### src/rtl/riscv_pipe_pkg.sv
`default_nettype none
// ============================================================================
// Module      : riscv_pipe_pkg
// Description : Shared pipeline types, forwarding-mux encodings and helpers.
// Revision    : 1.0 - initial release
// ============================================================================
package riscv_pipe_pkg;

    localparam int REGW = 5;

    localparam logic [1:0] FWD_REG = 2'b00;
    localparam logic [1:0] FWD_WB  = 2'b01;
    localparam logic [1:0] FWD_ALU = 2'b10;

    typedef struct packed {
        logic            valid;
        logic [REGW-1:0] rd;
        logic            regwrite;
        logic            memread;
        logic [REGW-1:0] rs1;
        logic [REGW-1:0] rs2;
        logic            use_rs1;
        logic            use_rs2;
    } stage_tag_t;

    // True when this stage will write register r; x0 is never a producer.
    function automatic logic dst_matches(input stage_tag_t t, input logic [REGW-1:0] r);
        return t.valid && t.regwrite && (t.rd != '0) && (t.rd == r);
    endfunction

endpackage
`default_nettype wire

### src/rtl/stage_tag_reg.sv
`default_nettype none
// ============================================================================
// Module      : stage_tag_reg
// Description : One pipeline tag stage with load and bubble (valid clear).
// Revision    : 1.0 - initial release
// ============================================================================
module stage_tag_reg
    import riscv_pipe_pkg::*;
(
    input  logic       clk,
    input  logic       rst_n,
    input  logic       i_load,
    input  logic       i_bubble,
    input  stage_tag_t i_tag,
    output stage_tag_t o_tag
);

    stage_tag_t r_tag;

    // A bubble only kills valid; the stale payload is gated by valid downstream.
    always_ff @(posedge clk or negedge rst_n) begin
        if (!rst_n) begin
            r_tag <= '0;
        end else if (i_bubble) begin
            r_tag.valid <= 1'b0;
        end else if (i_load) begin
            r_tag <= i_tag;
        end
    end

    assign o_tag = r_tag;

endmodule
`default_nettype wire

### src/rtl/fwd_hazard_ctrl.sv
`default_nettype none
// ============================================================================
// Module      : fwd_hazard_ctrl
// Description : Operand forwarding select, load-use stall and branch flush.
// Revision    : 1.0 - initial release
// ============================================================================
module fwd_hazard_ctrl #(
    parameter int REGW = 5,
    parameter int CNTW = 16
) (
    input  logic            clk,
    input  logic            rst_n,
    input  logic            id_valid,
    input  logic [REGW-1:0] id_rs1,
    input  logic [REGW-1:0] id_rs2,
    input  logic            id_use_rs1,
    input  logic            id_use_rs2,
    input  logic [REGW-1:0] id_rd,
    input  logic            id_regwrite,
    input  logic            id_memread,
    input  logic            ex_branch_taken,
    output logic [1:0]      fwd_a_sel,
    output logic [1:0]      fwd_b_sel,
    output logic            stall,
    output logic            flush_ifid,
    output logic            flush_idex,
    output logic [CNTW-1:0] stall_count
);

    import riscv_pipe_pkg::*;

    stage_tag_t      w_id_tag;
    stage_tag_t      w_ex;
    stage_tag_t      w_mem;
    stage_tag_t      w_wb;
    logic            w_flush;
    logic            w_hazard;
    logic            w_stall;
    logic            w_ex_bubble;
    logic [1:0]      w_fwd_a;
    logic [1:0]      w_fwd_b;
    logic [CNTW-1:0] r_stall_count;
    logic            w_unused_tag_bits;

    always_comb begin
        w_id_tag          = '0;
        w_id_tag.valid    = id_valid;
        w_id_tag.rd       = id_rd;
        w_id_tag.regwrite = id_regwrite;
        w_id_tag.memread  = id_memread;
        w_id_tag.rs1      = id_rs1;
        w_id_tag.rs2      = id_rs2;
        w_id_tag.use_rs1  = id_use_rs1;
        w_id_tag.use_rs2  = id_use_rs2;
    end

    assign w_ex_bubble = w_stall | w_flush;

    stage_tag_reg u_ex_tag (
        .clk      (clk),
        .rst_n    (rst_n),
        .i_load   (1'b1),
        .i_bubble (w_ex_bubble),
        .i_tag    (w_id_tag),
        .o_tag    (w_ex)
    );

    stage_tag_reg u_mem_tag (
        .clk      (clk),
        .rst_n    (rst_n),
        .i_load   (1'b1),
        .i_bubble (1'b0),
        .i_tag    (w_ex),
        .o_tag    (w_mem)
    );

    stage_tag_reg u_wb_tag (
        .clk      (clk),
        .rst_n    (rst_n),
        .i_load   (1'b1),
        .i_bubble (1'b0),
        .i_tag    (w_mem),
        .o_tag    (w_wb)
    );

    // MEM is the younger producer, so it is tested before WB.
    always_comb begin
        w_fwd_a = FWD_REG;
        w_fwd_b = FWD_REG;
        if (w_ex.valid && w_ex.use_rs1) begin
            if (dst_matches(w_mem, w_ex.rs1)) begin
                w_fwd_a = FWD_ALU;
            end else if (dst_matches(w_wb, w_ex.rs1)) begin
                w_fwd_a = FWD_WB;
            end
        end
        if (w_ex.valid && w_ex.use_rs2) begin
            if (dst_matches(w_mem, w_ex.rs2)) begin
                w_fwd_b = FWD_ALU;
            end else if (dst_matches(w_wb, w_ex.rs2)) begin
                w_fwd_b = FWD_WB;
            end
        end
    end

    assign w_flush  = ex_branch_taken & w_ex.valid;
    assign w_hazard = id_valid & w_ex.valid & w_ex.memread & (w_ex.rd != '0)
                    & ((id_use_rs1 & (id_rs1 == w_ex.rd))
                     | (id_use_rs2 & (id_rs2 == w_ex.rd)));
    // A taken branch squashes the dependent anyway, so it overrides the stall.
    assign w_stall  = w_hazard & ~w_flush;

    always_ff @(posedge clk or negedge rst_n) begin
        if (!rst_n) begin
            r_stall_count <= '0;
        end else if (w_stall && (r_stall_count != {CNTW{1'b1}})) begin
            r_stall_count <= r_stall_count + 1'b1;
        end
    end

    assign fwd_a_sel   = w_fwd_a;
    assign fwd_b_sel   = w_fwd_b;
    assign stall       = w_stall;
    assign flush_ifid  = w_flush;
    assign flush_idex  = w_flush;
    assign stall_count = r_stall_count;

    // Source-operand and load fields are only meaningful in EX.
    assign w_unused_tag_bits = ^{w_mem.memread, w_mem.rs1, w_mem.rs2, w_mem.use_rs1, w_mem.use_rs2,
                                 w_wb.memread,  w_wb.rs1,  w_wb.rs2,  w_wb.use_rs1,  w_wb.use_rs2};

endmodule
`default_nettype wire
### config.mk
export PLATFORM = sky130hd
export DESIGN_NAME = fwd_hazard_ctrl
export DESIGN_NICKNAME = d
export VERILOG_FILES = /design/src/rtl/riscv_pipe_pkg.sv /design/src/rtl/stage_tag_reg.sv /design/src/rtl/fwd_hazard_ctrl.sv
export SDC_FILE = /design/constraint.sdc
export NUM_CORES = 1
export LEC_CHECK = 0
export CAP_MARGIN = 20
export CORE_UTILIZATION = 32
export DETAILED_ROUTE_END_ITERATION = 6
export HOLD_SLACK_MARGIN = 0.1
export PLACE_DENSITY = 0.61
export SYNTH_ARGS = -nofsm -noshare
export SYNTH_HDL_FRONTEND = slang
export SYNTH_SLANG_ARGS = --single-unit
export TNS_END_PERCENT = 5
### constraint.sdc
create_clock -name clk -period 2.76 [get_ports clk]
set_input_delay 0.414 -clock clk [delete_from_list [all_inputs] [get_ports clk]]
set_output_delay 0.414 -clock clk [all_outputs]
set_load 0.02 [all_outputs]
# After elaboration in Yosys (flattened, before gate mapping)
# Cells that the tools add are included.
dict set report op_classes {
  addsub 1
  eq_ne 7
  muxes 7
  bitwise_logic 11
  n_reduce_logical 14
}
# op count
set op_table {}
lappend op_table {{$eq 5x5->1} 6}
lappend op_table {{$add 16x1->16 const B} 1}
lappend op_table {{$ne 16x16->1 const B} 1}
lappend op_table {{$reduce_bool 5->1} 3}
lappend op_table {{$logic_and 1x1->1} 11}
lappend op_table {{$and 1x1->1} 8}
lappend op_table {{$mux 2} 4}
lappend op_table {{$mux 1} 3}
lappend op_table {{$or 1x1->1} 2}
lappend op_table {{$not 1->1} 1}
dict set report word_totals {
  reg_bits 50
  inputBits 23
  out_inout_bits 23
  wordCells 55
}

# Longest topological paths before layout
dict set report logic_depth {
  ltp_word 7
  ltp_mapped 7
  ltp_nobuf 6
}

# By module
# Synthesis repeated with hierarchy kept, for this count alone.
dict set report unflattened {
  cells_unflattened 270
  hier_area_um2 3742.3
}
# mod n_inst cells_each area_per_inst_um2 seq_area_each_um2
set modules_own_cells {}
lappend modules_own_cells {stage_tag_reg 3 44 810.8 500.5}
lappend modules_own_cells {fwd_hazard_ctrl 1 138 1310.0 400.4}

# Worst setup path after synthesis
# No wires, ideal clock.
dict set report synth_timing {
  path_type {reg2out}
  start {register u_mem_tag.r_tag (netlist bit u_mem_tag.o_tag[15])}
  end {output port fwd_b_sel[0]}
  arrival_time_ns 1.706
  t_required_ns 2.346
  slack_ns 0.640
  stages_incl_launch_ff 5
  n_path_buf 0
  path_cell_list {dfrtp_1 -> or4_1 -> o211ai_1 -> nor4_1 -> nor3_1}
}
dict set report synth_between {
  elab_chain_len 5
  word_cells_on_any_way 6
  cone_classes {eq/ne: 1; mux: 2; reduce/logical: 3}
}
# item line_no
set synth_rtl {}
lappend synth_rtl {{from (decl)} stage_tag_reg.sv:18} ;# stage_tag_t r_tag;
lappend synth_rtl {{from (signal assigned)} stage_tag_reg.sv:27} ;# r_tag <= i_tag;
lappend synth_rtl {{$reduce_bool 5->1} riscv_pipe_pkg.sv:28} ;# return t.valid && t.regwrite && (t.rd != '0) && (t.rd == r);
lappend synth_rtl {{$logic_and 1x1->1} riscv_pipe_pkg.sv:28}
lappend synth_rtl {{$logic_and 1x1->1 *} riscv_pipe_pkg.sv:28}
lappend synth_rtl {{$mux 2 *} fwd_hazard_ctrl.sv:98} ;# if (dst_matches(w_mem, w_ex.rs2)) begin
lappend synth_rtl {{$mux 2 *} fwd_hazard_ctrl.sv:97} ;# if (w_ex.valid && w_ex.use_rs2) begin
lappend synth_rtl {{to (decl)} fwd_hazard_ctrl.sv:23} ;# output logic [1:0] fwd_b_sel,
# Mark *: on every way between the ends. The rest lies on a longest branch, timed or not.

# Final worst setup path
dict set report layout_timing {
  start {register u_mem_tag.r_tag (netlist bit u_mem_tag.o_tag[16])}
  end {output port fwd_b_sel[0]}
}
# Same word-level chain as after synthesis.

==> results by group <==
Yosys
  • Yosys top cell area share: 51.18%
  • Sequential element share of the synthesized area: 51.18%
  • Area contributors post-synth: dfrtp_1, xnor2_1, xor2_1
  • Adder-Cell Fraction of Synth Area: 0.5118%
  • Most numerous cell in the Yosys netlist: dfrtp_1
  • Synthesized area per cell: 12.41 sq um
  • Commonest cells post-synth: dfrtp_1, xnor2_1, nand4_1
  • Mapped Area: 2445 sq um
  • Xor/xnor cell area share of the yosys netlist: 16.12%
  • Syn Nets: 221
  • Ys Warns: 0
  • Primary FF master, synth: dfrtp_1
  • Cell type with the largest total area after synthesis: dfrtp_1
  • Cell variety after synth: 30
  • Simple-gate area share of the yosys netlist: 17.30%
  • Synth Instances: 197
  • Asr flop ratio synth: 100.0%
  • Register bit total from synthesis: 50
  • Post-synth EDFFs: 0
  • Post-synthesis mux area share: 10.54%
  • Synth Area in Compound Gates: 2.764%
  • Main combinational cell family by area after synthesis: simple AND/OR/NAND/NOR gates

Drt
  • DRC errors left: 0
  • 1st-iter DRT viols: 101
  • DR vias/cell: 4.905
  • Vias: 1707
  • Post-Route WL: 5320 um
  • DRT Pass-1 Iters: 4
  • Avg WL per Cell: 15.29 um
  • ANT nets after route: 0

STA
  • Final min period: 2.569 ns
  • Setup TNS Final: 0 ns
  • Final setup violation count: 0
  • Slew Viols, Final: 0
  • Worst-Margin Slew: 0.6515 ns
  • Relative slew slack: 56.57%
  • Final Skew: 0.01494 ns
  • Fmax: 389.3 MHz
  • Final hold violation count: 0
  • Final period util: 93.07%
  • RSZ-0062 raised after global routing: false

Clock network
  • Clock transition at path regs: 0.11 ns
  • Root Driver: clkbuf_8
  • Max Buffers Root-to-Sink: 2
  • Total CTS buffers: 5
  • Post-CTS Setup Bufs: 0
  • CTS tree: done
  • H-tree depth: 2
  • Clock Latency Late Sink: 0.31 ns
  • # clock sinks: 50

Floorplanning
  • Core Area: 7331 sq um
  • Die area: 7993 sq um
  • # rows: 31
  • Die H: 89.41 um
  • Initial Utilization: 33.35%
  • DIE WIDTH: 89.41 um
  • Io pins: 46

Final layout
  • Area used by multi-input combinational logic: 1155 sq um
  • Layout cell share with drive strength beyond 1: 16.06%
  • Syn-to-layout area delta: 28.61%
  • Seq. cell area: 1251 sq um
  • Fill cells: 688
  • Inserted Diodes: 0
  • Nets@finish: 272

Power
  • Leak Pwr: 0.001289 uW
  • Clock power frac: 34.2%
  • NetSw: 407.7 uW
  • PD cells: 503.0 nW/um^2
  • Switching portion of total power: 25.78%
  • Worst VDD drop: 0.0002776 V
  • Internal: 1174 uW
  • Total power: 1582 uW
  • Combinational power share: 13.2%
  • Sequential cell fraction of total power: 52.6%

Critical path
  • Crit path kind: reg2out
  • Slowest-stage cell, CP: or4_1
  • Delay of the slowest cell on the worst path: 0.52 ns
  • Critical path endpoint category: output port
  • Crit Path Max Fanout: 4
  • Crit-path cells: or4_1, o211ai_1, nor4_1, nor3_1, dlygate4sd2_1
  • Startpoint type of the worst setup path: register
  • WP data required: 2.35 ns
  • Arr. time, crit path: 2.15 ns

Min path
  • Worst min path class: in2async

Placement
  • Hpwl dp: 3818 um
  • Buffers on Ports: 45
  • Routability Congestion: 0.7588

Global routing
  • Initial antenna violation count: 0
  • Global-route wire length before repair: 8638 um
  • GR Overflow Total: 0
  • Largest net degree at the start of global routing: 51
  • Gr usage total: 14.41%
  • Vias in the first global route: 1751

Status
  • Status: complete, no violations

Flow run
  • Max Cap Viol: 0
-- cell families after synthesis --
kind of cell / count (synthesis)
AO/OA/AOI/OAI: 5
XOR/XNOR: 45
adder cells (fa/ha/maj): 1
buffers and inverters: 7
flip-flops: 50
multiplexers: 20
AND/OR/NAND/NOR: 69
-- worst max-delay path, delay by kind of cell (launching register included) --
kind / cells / cell delay (ns)
AND/OR/NAND/NOR: 3 / 0.82
flip-flops: 1 / 0.44
buffers and inverters: 1 / 0.35
AO/OA/AOI/OAI: 1 / 0.23
-- state kept, by name, indices dropped and copies added (netlist names) --
| signal | flops |
|---|---|
| u_wb_tag.o_tag | 7 |
| u_mem_tag.o_tag | 7 |
| u_ex_tag.o_tag | 20 |
| stall_count | 16 |
-- worst paths after layout --
check | startpoint | to | slack [ns] | cells after the start
worst max-delay path | u_mem_tag.o_tag[16]$_DFF_PN0_ | fwd_b_sel[0] | 0.19 | 5
worst min register to register | u_ex_tag.o_tag[13]$_DFFE_PN0N_ | u_mem_tag.o_tag[13]$_DFF_PN0_ | 0.39 | 0
worst max register to register | u_ex_tag.o_tag[17]$_DFFE_PN0N_ | stall_count[1]$_DFFE_PN0P_ | 0.68 | 6
min in group clk | u_ex_tag.o_tag[13]$_DFFE_PN0N_ | u_mem_tag.o_tag[13]$_DFF_PN0_ | 0.39 | 0
worst min-delay path | rst_n | stall_count[7]$_DFFE_PN0P_ | 0.20 | 2
max in group asynchronous | rst_n | u_ex_tag.o_tag[0]$_DFFE_PN0N_ | 2.11 | 2
-- power by group through the flow --
stage          logic (uW)  clock network, uW  registers, uW
5_1_grt               229                581            839
3_5_place_dp          212                  0            847
4_1_cts               213                555            833
6_report              209                540            832
3_3_place_gp          211                  0            846
2_1_floorplan         128                  0            834
-- area by class of cell --
type                       instances  area share (%)
clock buffer                       5           2.189
clock inverter                     3           1.552
multi-input combinational        140           36.73
sequential                        50           39.79
tap                               99           3.940
timing repair buffer              51           15.80
-- layout by cell type (no fill, tap or decap), types with 2 or more instances in the layout --
cell type / count
a21oi_4: 2
and2_1: 2
and3_1: 4
buf_4: 5
clkbuf_8: 5
clkdlybuf4s50_1: 39
dfrtp_1: 50
dlygate4sd2_1: 3
mux2_2: 10
mux2_4: 9
nand2_1: 6
nand3_1: 9
nand3b_1: 2
nand4_1: 18
nor2_1: 6
nor3_1: 6
nor4_1: 5
nor4b_1: 3
nor4b_2: 2
o211ai_1: 2
or4_1: 2
xnor2_1: 28
xor2_1: 17
-- through the flow --
step / hold WS, ns / std cells / utilization (%) / instance area, sq um / worst slack, ns
after global placement: 0.3554 / 340 / 41.37 / 3033 / 0.02662
after floorplan: 0.1184 / 197 / - / 2445 / 0.6404
after global routing: 0.2608 / 348 / 42.89 / 3144 / 0.05340
after CTS: 0.2258 / 348 / 42.91 / 3146 / 0.03430
final: 0.1986 / 348 / 42.89 / 3144 / 0.1912
after detailed placement: 0.3590 / 340 / 41.37 / 3033 / 0.05140
-- layer usage --
| layer | track usage (%) | routed length (um) | vias up |
|---|---|---|---|
| met5 | 0 | 0 | - |
| met4 | 3.030 | 40 | 0 |
| met3 | 3.047 | 189 | 5 |
| met2 | 24.36 | 2541 | 39 |
| met1 | 19.12 | 2547 | 853 |
| li1 | - | - | 810 |
-- timing repair --
item                       CTS  global route
pin swaps                    0             0
resized for setup            4             4
hold buffers                 0             0
setup endpoints to repair    4             2
Power figures use the tool's default switching activity.
